--- config.mk ---
export PLATFORM = sky130hd
export DESIGN_NAME = keypad_scanner
export DESIGN_NICKNAME = d
export VERILOG_FILES = /design/src/rtl/keypad_scanner.sv
export SDC_FILE = /design/constraint.sdc
export NUM_CORES = 1
export LEC_CHECK = 0
export ABC_AREA = 1
export BUFFER_PORTS_ARGS = -buffer_cell sky130_fd_sc_hd__buf_4
export CAP_MARGIN = 20
export CORE_MARGIN = 2
export CORE_UTILIZATION = 41
export DETAILED_ROUTE_END_ITERATION = 6
export PLACE_DENSITY = 0.55
export SYNTH_ARGS = -nofsm -noshare
export SYNTH_HDL_FRONTEND = slang
export SYNTH_SLANG_ARGS = --single-unit
--- constraint.sdc ---
create_clock -name clk -period 2 [get_ports clk]
set_clock_uncertainty 0.05 [all_clocks]
set_input_delay 0 -clock clk [delete_from_list [all_inputs] [get_ports clk]]
set_output_delay 0 -clock clk [all_outputs]
set_load 0.01 [all_outputs]
--- src/rtl/keypad_scanner.sv ---
// rtl/keypad_scanner.sv - 4x4 matrix keypad scanner with debounce, one latch pulse per press
module keypad_scanner #(
    parameter int SCAN_DIV       = 50_000,
    parameter int DEBOUNCE_TICKS = 20
) (
    input  logic       clk,
    input  logic       reset,
    input  logic [3:0] row_in,
    output logic [3:0] col_out,
    output logic [3:0] user_digit,
    output logic       user_latch,
    output logic       key_held
);

    localparam int PW = $clog2(SCAN_DIV);
    localparam int CW = $clog2(DEBOUNCE_TICKS + 1);
    localparam logic [PW-1:0] PRESC_MAX = PW'(SCAN_DIV - 1);
    localparam logic [CW-1:0] CNT_LIM   = CW'(DEBOUNCE_TICKS);

    typedef enum logic [1:0] {
        SCAN     = 2'd0,
        DEBOUNCE = 2'd1,
        PRESSED  = 2'd2
    } state_t;

    state_t        state_q, state_d;
    logic [3:0]    rs_meta_q, rs_q;
    logic [PW-1:0] presc_q;
    logic [CW-1:0] cnt_q, cnt_d, cnt_inc;
    logic [1:0]    col_q, col_d;
    logic [1:0]    row_q, row_d;
    logic [1:0]    first_row;
    logic [3:0]    digit_q, digit_d;
    logic          latch_q, latch_d;
    logic          held_q, held_d;
    logic          tick;
    logic          accept;
    logic [1:0]    acc_row;

    function automatic logic [3:0] key_map(input logic [1:0] r, input logic [1:0] c);
        case ({r, c})
            4'd0:    key_map = 4'h1;
            4'd1:    key_map = 4'h2;
            4'd2:    key_map = 4'h3;
            4'd3:    key_map = 4'hA;
            4'd4:    key_map = 4'h4;
            4'd5:    key_map = 4'h5;
            4'd6:    key_map = 4'h6;
            4'd7:    key_map = 4'hB;
            4'd8:    key_map = 4'h7;
            4'd9:    key_map = 4'h8;
            4'd10:   key_map = 4'h9;
            4'd11:   key_map = 4'hC;
            4'd12:   key_map = 4'hE;
            4'd13:   key_map = 4'h0;
            4'd14:   key_map = 4'hF;
            default: key_map = 4'hD;
        endcase
    endfunction

    assign tick    = (presc_q == PRESC_MAX);
    assign cnt_inc = (cnt_q == CNT_LIM) ? cnt_q : cnt_q + CW'(1);

    // Lowest-index low row wins when several rows are low.
    always_comb begin
        first_row = 2'd3;
        if (!rs_q[0])      first_row = 2'd0;
        else if (!rs_q[1]) first_row = 2'd1;
        else if (!rs_q[2]) first_row = 2'd2;
    end

    always_ff @(posedge clk or negedge reset) begin
        if (!reset) state_q <= SCAN;
        else        state_q <= state_d;
    end

    always_ff @(posedge clk or negedge reset) begin
        if (!reset) begin
            rs_meta_q <= 4'hF;
            rs_q      <= 4'hF;
            presc_q   <= '0;
            cnt_q     <= '0;
            col_q     <= 2'd0;
            row_q     <= 2'd0;
            digit_q   <= 4'h0;
            latch_q   <= 1'b0;
            held_q    <= 1'b0;
        end else begin
            rs_meta_q <= row_in;
            rs_q      <= rs_meta_q;
            presc_q   <= tick ? '0 : presc_q + PW'(1);
            cnt_q     <= cnt_d;
            col_q     <= col_d;
            row_q     <= row_d;
            digit_q   <= digit_d;
            latch_q   <= latch_d;
            held_q    <= held_d;
        end
    end

    always_comb begin
        state_d = state_q;
        cnt_d   = cnt_q;
        col_d   = col_q;
        row_d   = row_q;
        digit_d = digit_q;
        latch_d = 1'b0;
        held_d  = held_q;
        accept  = 1'b0;
        acc_row = row_q;
        if (tick) begin
            case (state_q)
                SCAN: begin
                    if (rs_q == 4'hF) begin
                        col_d = col_q + 2'd1;
                    end else begin
                        row_d = first_row;
                        if (DEBOUNCE_TICKS == 1) begin
                            accept  = 1'b1;
                            acc_row = first_row;
                        end else begin
                            cnt_d   = CW'(1);
                            state_d = DEBOUNCE;
                        end
                    end
                end
                DEBOUNCE: begin
                    if (!rs_q[row_q]) begin
                        cnt_d = cnt_inc;
                        if (cnt_inc == CNT_LIM) accept = 1'b1;
                    end else begin
                        state_d = SCAN;
                        col_d   = col_q + 2'd1;
                        cnt_d   = '0;
                    end
                end
                PRESSED: begin
                    // Column stays frozen; only the captured row's release is tracked.
                    if (rs_q[row_q]) begin
                        cnt_d = cnt_inc;
                        if (cnt_inc == CNT_LIM) begin
                            held_d  = 1'b0;
                            cnt_d   = '0;
                            state_d = SCAN;
                            col_d   = col_q + 2'd1;
                        end
                    end else begin
                        cnt_d = '0;
                    end
                end
                default: state_d = SCAN;
            endcase
        end
        if (accept) begin
            digit_d = key_map(acc_row, col_q);
            latch_d = 1'b1;
            held_d  = 1'b1;
            cnt_d   = '0;
            state_d = PRESSED;
        end
    end

    always_comb begin
        col_out        = 4'hF;
        col_out[col_q] = 1'b0;
        user_digit     = digit_q;
        user_latch     = latch_q;
        key_held       = held_q;
    end

endmodule

* After elaboration in Yosys (flattened, before gate mapping) *
Memory sizes are Yosys's and may differ from the RTL's. A register that Yosys moved wholly into a read port is not among the register bits.
Cells that the tools add are included.

operators by class
  add/sub/neg operators = 3
  multipliers = 0
  divide/modulo/power cells = 0
  $lt $le $gt $ge = 3
  equal/unequal tests = 14
  shifts and indexed selects = 0
  mux-type cells = 38
  bitwise gates (word level) = 2
  reduce and logical (&&, ||, !) cells = 14

operator list
  kind                   number
  $mux 5                 7
  $mux 2                 12
  $add 16x1->16 const B  1
  $eq 16x16->1 const B   1
  $mux 16                1
  $pmux 5 s3             1
  $mux 1                 13
  $ne 3x3->1 const B     4
  $pmux 2 s3             2
  $eq 5x5->1 const B     2
  $ne 2x2->1 const B     4
  $reduce_bool 2->1      4
  $lt 2x3->1 const B     2
  $reduce_and 3->1       2
  $reduce_and 6->1       1
  $add 5x1->5 const B    1
  $reduce_and 5->1       1
  $eq 4x4->1 const B     1
  $not 4->4              1
  $reduce_and 4->1       1
  $reduce_bool 4->1      1
  $reduce_bool 3->1      1
  $add 2x1->2 const B    1
  $bmux 1 s2             1
  8 further kinds        8

word-level totals
  register bits after elaboration = 37
  latch bits = 0
  RAM bits = 0
  bits in read-only memories = 64
  memories = 1

memory list
  name              depth  width  read ports  clocked after Yosys merged registers in  write ports  RTL line  source
  (name not given)  16     4      1           1                                        0            41        case ({r, c})

* Logic depth before layout (Yosys ltp) *
Gate-level depths: netlist of the first run.

  depth after elaboration = 9
  gate-level depth with buffers = 15
  gate-level depth less buffers = 15

* Worst setup path before layout of the first run *
OpenSTA, ideal clock, no wires.

  kind = reg-to-reg
  start point = register cnt_q[0]
  end point = register cnt_q[0]
  data arrival time = 1.521 ns
  data required time = 1.824 ns
  slack = 0.303 ns
  cell stages (with the launch flop) = 12
  buffers on the path = 0
  period minus slack after synthesis = 1.697 ns
  path through = dfrtp_1 inv_1 ha_1 inv_1 nor2_1 nand2_2 nand3_2 nand2_2 nor2_4 nand3_2 nand3_1 o21ai_0

on the way
  word-level cells in the longest chain between the ends = 9
  elaborated cells on any way between the ends = 18
  classes of those cells = add/sub: 1; eq/ne: 3; mux: 11; reduce/logical: 3

RTL lines
  element                                             RTL line  source
  start, declared                                     29        logic [CW-1:0] cnt_q, cnt_d, cnt_inc;
  start signal, assigned                              92        cnt_q <= cnt_d;
  $add 5x1->5 / $eq 5x5->1 (equally long branches)    62        assign cnt_inc = (cnt_q == CNT_LIM) ? cnt_q : cnt_q + CW'(1);
  $mux 5 (*)                                          62
  $eq 5x5->1                                          130, 141
  $mux 1                                              130       if (cnt_inc == CNT_LIM) accept = 1'b1;
  $mux 1                                              128       if (!rs_q[row_q]) begin
  $mux 1                                              112       case (state_q)
  $mux 1                                              111       if (tick) begin
  $ne 3x3->1 (no line), or another cell as far along  --
  $reduce_and 3->1 (no line)                          --

Every way passes the cells marked *; elsewhere a longest branch is shown, timed or not. The select of a mux whose other input is x is not followed.
A chain may end at the register's enable or synchronous reset.

* Final worst setup path of the first run *
  start point = register cnt_q[0]
  end point = register cnt_q[1]

The elaborated chain is that of the path after synthesis.

==> results of run 1 <==
==> routing by layer <==
layer	global-route usage	share of wire	vias up
met4	0.0741	0.022	0
met5	0	0	-
met1	0.209	0.47	839
li1	-	-	955
met3	0.0398	0.026	10
met2	0.270	0.48	20
==> placed cells by master (no fill, tap or decap), types with 5 or more instances in the layout <==
| master | n |
|---|---|
| nand2_1 | 56 |
| inv_1 | 48 |
| dfrtp_1 | 32 |
| nor2_1 | 23 |
| buf_4 | 22 |
| nand3_1 | 17 |
| o21ai_0 | 15 |
| ha_1 | 12 |
| nand2_2 | 10 |
| nand4_1 | 8 |
| xor2_1 | 8 |
| a21oi_1 | 8 |
| dfstp_2 | 8 |
| nor2_2 | 5 |
| clkbuf_8 | 5 |
| dlygate4sd3_1 | 5 |
==> flip-flops by register name, summed over array words and instances, names as in the netlist <==
name / cells
presc_q: 16
cnt_q: 5
rs_q: 4
user_digit: 4
user_latch: 1
acc_row: 2
col_q: 2
key_held: 1
state_q: 2
rs_meta_q: 4
==> cells by family after synthesis <==
group / count (synthesis) / synth area share
buf+inv: 53 / 0.0871
compound gates: 29 / 0.0651
xor+xnor: 10 / 0.0377
flops: 41 / 0.445
fa+ha+maj: 13 / 0.0699
simple gates: 137 / 0.295
==> stage by stage <==
| step | cells | area (µm²) |
|---|---|---|
| floorplan | 283 | 2330 |
| global placement | 372 | 2540 |
| detailed placement | 372 | 2540 |
| CTS | 385 | 2680 |
| global route | 389 | 2760 |
| finish | 389 | 2760 |
==> area by class of cell <==
class | count | share of cell area
repair buffers | 27 | 0.0781
multi-input cells | 189 | 0.411
clock inverters | 3 | 0.00635
flip-flops and latches | 41 | 0.376
clock buffers | 5 | 0.0250
well taps | 72 | 0.0327
inverters | 52 | 0.0708
==> synthesized netlist by cell type, types with 2 or more instances <==
| cell | n | area share |
|---|---|---|
| a21oi_1 | 8 | 0.017 |
| dfrtp_1 | 33 | 0.36 |
| dfstp_2 | 8 | 0.090 |
| ha_1 | 13 | 0.070 |
| inv_1 | 50 | 0.081 |
| inv_2 | 2 | 0.0032 |
| nand2_1 | 59 | 0.095 |
| nand2_2 | 7 | 0.019 |
| nand3_1 | 18 | 0.039 |
| nand3_2 | 4 | 0.017 |
| nand4_1 | 8 | 0.022 |
| nor2_1 | 25 | 0.040 |
| nor2_2 | 4 | 0.011 |
| nor3_1 | 5 | 0.011 |
| nor4_4 | 2 | 0.018 |
| o21ai_0 | 15 | 0.032 |
| o21ai_1 | 2 | 0.0043 |
| o22ai_1 | 3 | 0.0081 |
| xnor2_1 | 2 | 0.0075 |
| xor2_1 | 8 | 0.030 |
==> how the worst max path moves through the flow <==
stage | cells after the start | endpoint | slack [ns] | startpoint
after detailed placement | 13 | cnt_q[1]$_DFFE_PN0P_ | 0.11 | cnt_q[0]$_DFFE_PN0P_
after floorplan | 11 | cnt_q[0]$_DFFE_PN0P_ | 0.30 | cnt_q[0]$_DFFE_PN0P_
final | 13 | cnt_q[1]$_DFFE_PN0P_ | 0.12 | cnt_q[0]$_DFFE_PN0P_
after CTS | 13 | cnt_q[1]$_DFFE_PN0P_ | 0.08 | cnt_q[0]$_DFFE_PN0P_
after global placement | 13 | cnt_q[1]$_DFFE_PN0P_ | 0.15 | cnt_q[0]$_DFFE_PN0P_
after global routing | 13 | cnt_q[1]$_DFFE_PN0P_ | 0.001 | cnt_q[0]$_DFFE_PN0P_
==> power by group <==
part,internal [mW],switching [mW],total (mW)
sequential,0.843,0.00448,0.848
combinational,0.0146,0.0219,0.0365
clock,0.241,0.293,0.534
total,1.10,0.319,1.42
==> repair_timing <==
item / in CTS / in global routing
hold endpoints to repair: 45 / 0
hold buffers: 5 / 0
gates resized for setup: 0 / 14
setup endpoints to repair: 0 / 12
setup buffers: 0 / 4
==> flow_metrics.env, run 1 <==
export IMPL_postRouteAntennaNets=0
export IMPL_fp_dieW_um=79.3
export IMPL_initial_core_util=0.422
export IMPL_cp_slowest_cell="dfrtp_2"
export IMPL_portBuffers=15
export IMPL_grt_pass1_vias=1798
export IMPL_setup_viol=0
export IMPL_nets=335
export IMPL_antenna_found_initial=0
export IMPL_cts_made_buffers=5
export IMPL_cts_sinks=41
export IMPL_min_delay_path_class="in2async"
export IMPL_synth_edf_count=0
export IMPL_grt_pass1_wl_um=8020
export IMPL_area_growth_pct=18.5
export IMPL_path_cells="inv_2, ha_2, inv_2, nor2_4, nand2_2, nand2_2, nand2_2, nor2_4, nand3_4, nand2_2, nor2_1, nand3_1, nand2_1"
export IMPL_setup_tns_ns=0
export IMPL_reg2reg_depth=13
export IMPL_fin_ws_ns=0.120
export IMPL_cp_top_family="simple AND/OR/NAND/NOR gates"
export IMPL_critPathMaxStageDelay_ns=0.45
export IMPL_finalPower_mw=1.42
export IMPL_synthFlopType="dfrtp_1"
export IMPL_drive_gt1_frac=0.227
export IMPL_drt_total_wl_um=4610
export IMPL_gp_congestion=0.837
export IMPL_timing_final_max_slew_violations=0
export IMPL_synth_distinct_cells=27
export IMPL_fill_cells=541
export IMPL_tightest_slew_ns=0.524
export IMPL_rr_startpoint="cnt_q[0]$_DFFE_PN0P_"
export IMPL_yosysSeqAreaShare=0.445
export IMPL_viasPerCell=4.69
export IMPL_vias=1824
export IMPL_syn_nets=302
export IMPL_ios=16
export IMPL_pre_cts_slack_ns=0.105
export IMPL_status="finished clean"
export IMPL_ys_seq_elements=41
export IMPL_grt_use_total=0.166
export IMPL_rsz0062_at_grt="false"
export IMPL_die_area_mm2=0.00629
export IMPL_routedWlPerCell_um=11.9
export IMPL_fin_crit_ns=1.88
export IMPL_cp_arrival_ns=2.02
export IMPL_clk_path_buf_depth=2
export IMPL_diodes=0
export IMPL_critPathKind="reg2reg"
export IMPL_regArea_mm2=0.00104
export IMPL_clkLatencyLatePin_ns=0.30
export IMPL_grt_max_degree=42
export IMPL_worst_setup_path_end_kind="register"
export IMPL_p_per_area_mw_per_mm2=514
export IMPL_finish_utilization=0.501
export IMPL_startpoint_type="register"
export IMPL_async_reset_ff_frac=1.00
export IMPL_tritoncts="done"
export IMPL_multi_input_area_mm2=0.00113
export IMPL_critPathBufInv=2
export IMPL_overflow=0
export IMPL_syn_area_per_cell_um2=8.22
export IMPL_drtPass1Iterations=5
export IMPL_cts_root_buf="clkbuf_8"
export IMPL_core_mm2=0.00551
export IMPL_r2r_setup_slack_ns=0.12
export IMPL_hpwl_um=3410
export IMPL_drc=0
export IMPL_drtIter0Drc=94
export IMPL_path_max_fanout=7
export IMPL_netlist_area_mm2=0.00233
export IMPL_ys_warnings_count=0
export IMPL_cp_required_ns=2.14
export IMPL_hold_viol_final=0
export IMPL_r2r_end="cnt_q[1]$_DFFE_PN0P_"
export IMPL_synthesis_instances=283
export IMPL_clock_fmax_mhz=532
export IMPL_htree_levels=2
export IMPL_ir_drop_mv=0.273
export IMPL_maxCapViolations=0
export IMPL_rows=27
export IMPL_clk_pin_slew_ns=0.08
export IMPL_whs_ns=0.164
export IMPL_max_slew_margin=0.650
export IMPL_p_leak_nw=1.37
export IMPL_min_period_over_period=0.940
export IMPL_die_height_um=79.3
export IMPL_path_common_cell="nand2_2"
Power figures use the tool's default switching activity.
==> run 2: changes to the inputs <==
--- a/config.mk
+++ b/config.mk
@@ -10,8 +10,10 @@
 export CAP_MARGIN = 20
 export CORE_MARGIN = 2
 export CORE_UTILIZATION = 41
+export CTS_CLUSTER_SIZE = 40
 export DETAILED_ROUTE_END_ITERATION = 6
 export PLACE_DENSITY = 0.55
+export SETUP_SLACK_MARGIN = 0.2
 export SYNTH_ARGS = -nofsm -noshare
 export SYNTH_HDL_FRONTEND = slang
 export SYNTH_SLANG_ARGS = --single-unit
==> constraint.sdc (replaced) <==
create_clock -name clk -period 2.1 [get_ports clk]
set_clock_uncertainty 0.05 [all_clocks]
set_input_delay 0 -clock clk [delete_from_list [all_inputs] [get_ports clk]]
set_output_delay 0 -clock clk [all_outputs]
set_load 0.01 [all_outputs]
==> flow_metrics.env, run 2 (synthesized netlist as in run 1, its figures left out) <==
export IMPL_cp_required_ns=2.28
export IMPL_maxCapViolations=0
export IMPL_hpwl_um=3450
export IMPL_ios=16
export IMPL_fp_dieW_um=79.3
export IMPL_tightest_slew_ns=0.507
export IMPL_portBuffers=15
export IMPL_status="finished clean"
export IMPL_final_cell_mix="54 x nand2_1, 47 x inv_1, 31 x dfrtp_1"
export IMPL_cp_arrival_ns=2.01
export IMPL_whs_ns=0.166
export IMPL_wl_met2_um=2300
export IMPL_setup_tns_ns=0
export IMPL_path_max_fanout=7
export IMPL_cp_startpoint="cnt_q[1]$_DFFE_PN0P_"
export IMPL_p_per_area_mw_per_mm2=486
export IMPL_viasPerCell=4.76
export IMPL_rows=27
export IMPL_gp_congestion=0.821
export IMPL_antenna_found_initial=0
export IMPL_die_area_mm2=0.00629
export IMPL_fin_ws_ns=0.269
export IMPL_routed_wl_met3_um=150
export IMPL_core_mm2=0.00551
export IMPL_multi_input_area_mm2=0.00116
export IMPL_clock_fmax_mhz=546
export IMPL_dr_max_layer_used="met4"
export IMPL_wl_met1_um=2140
export IMPL_postRouteAntennaNets=0
export IMPL_reg2reg_depth=13
export IMPL_vias=1846
export IMPL_drc=0
export IMPL_fin_crit_ns=1.83
export IMPL_instances_no_fill=388
export IMPL_r2r_end="col_q[0]$_DFFE_PN0P_"
export IMPL_overflow=0
export IMPL_grt_pass1_vias=1786
export IMPL_largest_reg_flops=16
export IMPL_drtPass1Iterations=4
export IMPL_area_growth_pct=19.4
export IMPL_nets=334
export IMPL_startpoint_type="register"
export IMPL_clk_path_buf_depth=2
export IMPL_initial_core_util=0.422
export IMPL_largestRegisters="presc_q (16), cnt_q (5)"
export IMPL_grt_pass1_wl_um=7850
export IMPL_pre_cts_slack_ns=0.191
export IMPL_r2r_setup_slack_ns=0.27
export IMPL_cts_made_buffers=5
export IMPL_min_delay_path_class="in2async"
export IMPL_largest_register="presc_q"
export IMPL_routedWlPerCell_um=11.9
export IMPL_min_period_over_period=0.872
export IMPL_clkLatencyLatePin_ns=0.29
export IMPL_drtIter0Drc=90
export IMPL_rr_startpoint="cnt_q[1]$_DFFE_PN0P_"
export IMPL_regArea_mm2=0.00104
export IMPL_grt_max_degree=42
export IMPL_placed_cells=371
export IMPL_final_common_cell="nand2_1"
export IMPL_finalPower_mw=1.35
export IMPL_critPathKind="reg2reg"
export IMPL_die_height_um=79.3
export IMPL_hold_viol_final=0
export IMPL_clk_pin_slew_ns=0.08
export IMPL_cts_sinks=41
export IMPL_htree_levels=2
export IMPL_p_leak_nw=1.36
export IMPL_max_slew_margin=0.662
export IMPL_tritoncts="done"
export IMPL_grt_use_total=0.160
export IMPL_worst_setup_path_end_kind="register"
export IMPL_setup_viol=0
export IMPL_cts_root_buf="clkbuf_8"
export IMPL_rsz0062_at_grt="true"
export IMPL_critPathCapture="col_q[0]$_DFFE_PN0P_"
export IMPL_drive_gt1_frac=0.241
export IMPL_ir_drop_mv=0.284
export IMPL_drt_total_wl_um=4630
export IMPL_timing_final_max_slew_violations=0
export IMPL_fill_cells=516
export IMPL_diodes=0
## run 2: cell type report
type,count,area share
Multi-Input combinational cell,189,0.417
Sequential cell,41,0.374
Timing Repair Buffer,26,0.0748
Inverter,52,0.0703
Tap cell,72,0.0324
Clock buffer,6,0.0261
Clock inverter,2,0.00541
## run 2: power breakdown
group	switching, mW	total (mW)	leakage [nW]	internal [mW]
clock network	0.272	0.506	0.0374	0.234
logic	0.0201	0.0341	0.791	0.0139
registers	0.00475	0.808	0.528	0.803
## run 2: worst min path at each step
stage / start / to / slack (ns) / cells after the start
floorplan: reset / acc_row[0]$_DFFE_PN0P_ / -0.35 / 0
global placement: reset / col_q[0]$_DFFE_PN0P_ / -0.04 / 1
detailed placement: reset / col_q[0]$_DFFE_PN0P_ / -0.04 / 1
CTS: reset / presc_q[9]$_DFF_PN0_ / 0.18 / 2
global route: reset / presc_q[8]$_DFF_PN0_ / 0.20 / 2
finish: reset / col_q[0]$_DFFE_PN0P_ / 0.17 / 2
## run 2: worst max-delay path: stages (launching register included)
cell and delay (ns):
dfrtp_2 0.44, inv_2 0.08, ha_4 0.12, inv_2 0.04
nor2_4 0.10, nand2_2 0.08, nand3_2 0.08, nand2_2 0.07
nor2_4 0.24, nand3_2 0.10, nand2_2 0.11, buf_4 0.11
nand3_1 0.06, nand2_1 0.08
## run 2: stage by stage
| stage | area, µm² | util |
|---|---|---|
| 6_report | 2780 | 0.504 |
| 5_1_grt | 2780 | 0.504 |
| 4_1_cts | 2680 | 0.487 |
| 3_5_place_dp | 2540 | 0.461 |
| 3_3_place_gp | 2540 | 0.461 |
| 2_1_floorplan | 2330 | - |
## run 2: routing by layer
metal / GRT usage / vias to the layer above
li1: - / 956
met1: 0.202 / 858
met2: 0.279 / 28
met3: 0.0341 / 4
met4: 0.0414 / 0
met5: 0 / -
## run 2: what timing repair did
item                       CTS  global route
hold buffers                 5             0
setup buffers                1             3
setup endpoints to repair    2            14
hold endpoints to repair    45             0
pin swaps                    1            13
gates resized for setup      0            22
==> run 3: changes to the inputs <==
--- a/config.mk
+++ b/config.mk
@@ -6,13 +6,15 @@
 export NUM_CORES = 1
 export LEC_CHECK = 0
 export ABC_AREA = 1
-export BUFFER_PORTS_ARGS = -buffer_cell sky130_fd_sc_hd__buf_4
 export CAP_MARGIN = 20
+export CELL_PAD_IN_SITES_DETAIL_PLACEMENT = 1
+export CELL_PAD_IN_SITES_GLOBAL_PLACEMENT = 2
 export CORE_MARGIN = 2
-export CORE_UTILIZATION = 41
+export CORE_UTILIZATION = 38
 export CTS_CLUSTER_SIZE = 40
 export DETAILED_ROUTE_END_ITERATION = 6
-export PLACE_DENSITY = 0.55
+export DONT_BUFFER_PORTS = 1
+export PLACE_DENSITY = 0.75
 export SETUP_SLACK_MARGIN = 0.2
 export SYNTH_ARGS = -nofsm -noshare
 export SYNTH_HDL_FRONTEND = slang
==> flow_metrics.env, run 3 (synthesized netlist as in run 1, its figures left out) <==
export IMPL_status="finished clean"
export IMPL_maxCapViolations=0
export IMPL_setup_viol=0
export IMPL_cts_sinks=41
export IMPL_multi_input_area_mm2=0.00120
export IMPL_drtPass1Iterations=4
export IMPL_p_per_area_mw_per_mm2=493
export IMPL_min_delay_path_class="in2async"
export IMPL_comb_power_share=0.025
export IMPL_reg2reg_depth=12
export IMPL_clkLatencyLatePin_ns=0.30
export IMPL_min_period_over_period=0.908
export IMPL_diodes=0
export IMPL_path_max_fanout=6
export IMPL_cp_startpoint="cnt_q[0]$_DFFE_PN0P_"
export IMPL_clk_pin_slew_ns=0.09
export IMPL_final_cell_mix="54 x nand2_1, 48 x inv_1, 32 x dfrtp_1"
export IMPL_drt_total_wl_um=5690
export IMPL_rr_startpoint="cnt_q[0]$_DFFE_PN0P_"
export IMPL_clock_fmax_mhz=524
export IMPL_placed_area_mm2=0.00243
export IMPL_cts_root_buf="clkbuf_8"
export IMPL_worst_setup_path_end_kind="register"
export IMPL_antenna_found_initial=0
export IMPL_die_area_mm2=0.00676
export IMPL_hpwl_um=4080
export IMPL_worst_path_stages=12
export IMPL_critPathKind="reg2reg"
export IMPL_fill_cells=725
export IMPL_tightest_slew_ns=0.345
export IMPL_p_leak_nw=1.34
export IMPL_r2r_end="user_digit[0]$_DFFE_PN0P_"
export IMPL_critPathMaxStageDelay_ns=0.42
export IMPL_swShare=0.239
export IMPL_final_area_mm2=0.00279
export IMPL_drc=0
export IMPL_fp_dieW_um=82.2
export IMPL_regArea_mm2=0.00104
export IMPL_vias=1865
export IMPL_drive_gt1_frac=0.236
export IMPL_portBuffers=0
export IMPL_clk_path_buf_depth=2
export IMPL_p_sw_uw=329
export IMPL_ir_drop_mv=0.246
export IMPL_r2r_setup_slack_ns=0.19
export IMPL_routedWlPerCell_um=14.8
export IMPL_largest_reg_flops=16
export IMPL_tritoncts="done"
export IMPL_cp_top_family="simple AND/OR/NAND/NOR gates"
export IMPL_area_growth_pct=19.8
export IMPL_startpoint_type="register"
export IMPL_critPathBufInv=3
export IMPL_path_cells="inv_2, ha_2, inv_2, nor2_4, nand2_4, nand2_2, nand2_2, nor2_4, buf_6, nand3_1, nand2_1, o21ai_0"
export IMPL_cts_made_buffers=5
export IMPL_cp_slowest_cell="dfrtp_1"
export IMPL_max_slew_margin=0.769
export IMPL_ios=16
export IMPL_grt_max_degree=42
export IMPL_pwr_share_clk=0.388
export IMPL_critPathCapture="user_digit[0]$_DFFE_PN0P_"
export IMPL_die_height_um=82.2
export IMPL_gp_congestion=0.744
export IMPL_cp_arrival_ns=2.04
export IMPL_hold_viol_final=0
export IMPL_rows=28
export IMPL_viasPerCell=4.86
export IMPL_fin_crit_ns=1.91
export IMPL_largest_register="presc_q"
export IMPL_cp_required_ns=2.23
export IMPL_rsz0062_at_grt="true"
export IMPL_overflow=0
export IMPL_core_mm2=0.00592
export IMPL_grt_pass1_wl_um=9370
export IMPL_htree_levels=2
export IMPL_timing_final_max_slew_violations=0
export IMPL_postRouteAntennaNets=0
export IMPL_grt_pass1_vias=1959
export IMPL_internal_power_mw=1.04
export IMPL_placed_cells=360
export IMPL_grt_use_total=0.185
export IMPL_setup_tns_ns=0
export IMPL_final_common_cell="nand2_1"
export IMPL_instances_no_fill=384
export IMPL_largestRegisters="presc_q (16), cnt_q (5)"
export IMPL_drtIter0Drc=37
export IMPL_initial_core_util=0.393
export IMPL_nets=327
export IMPL_power_frac_seq=0.588
[run 3: cell types whose count changed in the layout (fill, tap and decap cells not counted), moves of 2 or more]
| cell | delta |
|---|---|
| buf_4 | -11 |
| nand2_2 | -4 |
| nand2_4 | +4 |
| buf_6 | +3 |
| nand3_1 | -3 |
| clkinv_2 | +2 |
| nand3_2 | +2 |
| nor2_1 | -2 |
[run 3: routing by layer]
layer / share of wire / up-vias / routed length, µm / GRT usage
met3: 0.029 / 5 / 167 / 0.0380
met2: 0.48 / 16 / 2750 / 0.306
met1: 0.48 / 907 / 2710 / 0.242
met5: 0 / - / 0 / 0
met4: 0.011 / 0 / 65 / 0.0567
li1: - / 937 / - / -
[run 3: area by class of cell]
cell class	instances	share of cell area
Tap cell	75	0.0337
Sequential cell	41	0.372
Clock buffer	5	0.0247
Inverter	52	0.0700
Clock inverter	3	0.00628
Multi-Input combinational cell	189	0.429
Timing Repair Buffer	19	0.0642
[run 3: power groups by stage]
stage	clock network, mW	logic, mW	registers (mW)
2_1_floorplan	0	0.00453	0.821
3_3_place_gp	0	0.00570	0.823
3_5_place_dp	0	0.00581	0.823
4_1_cts	0.558	0.0350	0.808
5_1_grt	0.582	0.0391	0.809
6_report	0.533	0.0338	0.808
[run 3: worst min-delay path by stage]
stage,endpoint
after floorplan,acc_row[0]$_DFFE_PN0P_
after global placement,acc_row[0]$_DFFE_PN0P_
after detailed placement,acc_row[0]$_DFFE_PN0P_
after CTS,presc_q[10]$_DFF_PN0_
after global routing,presc_q[10]$_DFF_PN0_
final,presc_q[10]$_DFF_PN0_
[run 3: worst register-to-register path, stage by stage, from the launching register on]
cell     delay (ns)
dfrtp_1        0.42
inv_2          0.10
ha_2           0.17
inv_2          0.05
nor2_4         0.13
nand2_4        0.09
nand2_2        0.09
nand2_2        0.06
nor2_4         0.23
buf_6          0.14
nand3_1        0.12
nand2_1        0.09
o21ai_0        0.07
[run 3: metrics by stage]
step,setup WS [ns],power (mW),hold WS (ns),utilization
2_1_floorplan,0.403,0.826,-0.346,-
3_3_place_gp,0.188,0.828,-0.345,0.411
3_5_place_dp,0.137,0.829,-0.345,0.411
4_1_cts,0.200,1.40,0.122,0.448
5_1_grt,0.0629,1.43,0.161,0.471
6_report,0.193,1.37,0.138,0.471
[run 3: what timing repair did]
action                     CTS  global route
hold endpoints to repair    45             0
buffers inserted             4             6
cloned                       0             0
pin swaps                    5             9
resized for setup            8            24
hold buffers                 6             0
setup endpoints to repair    6            17
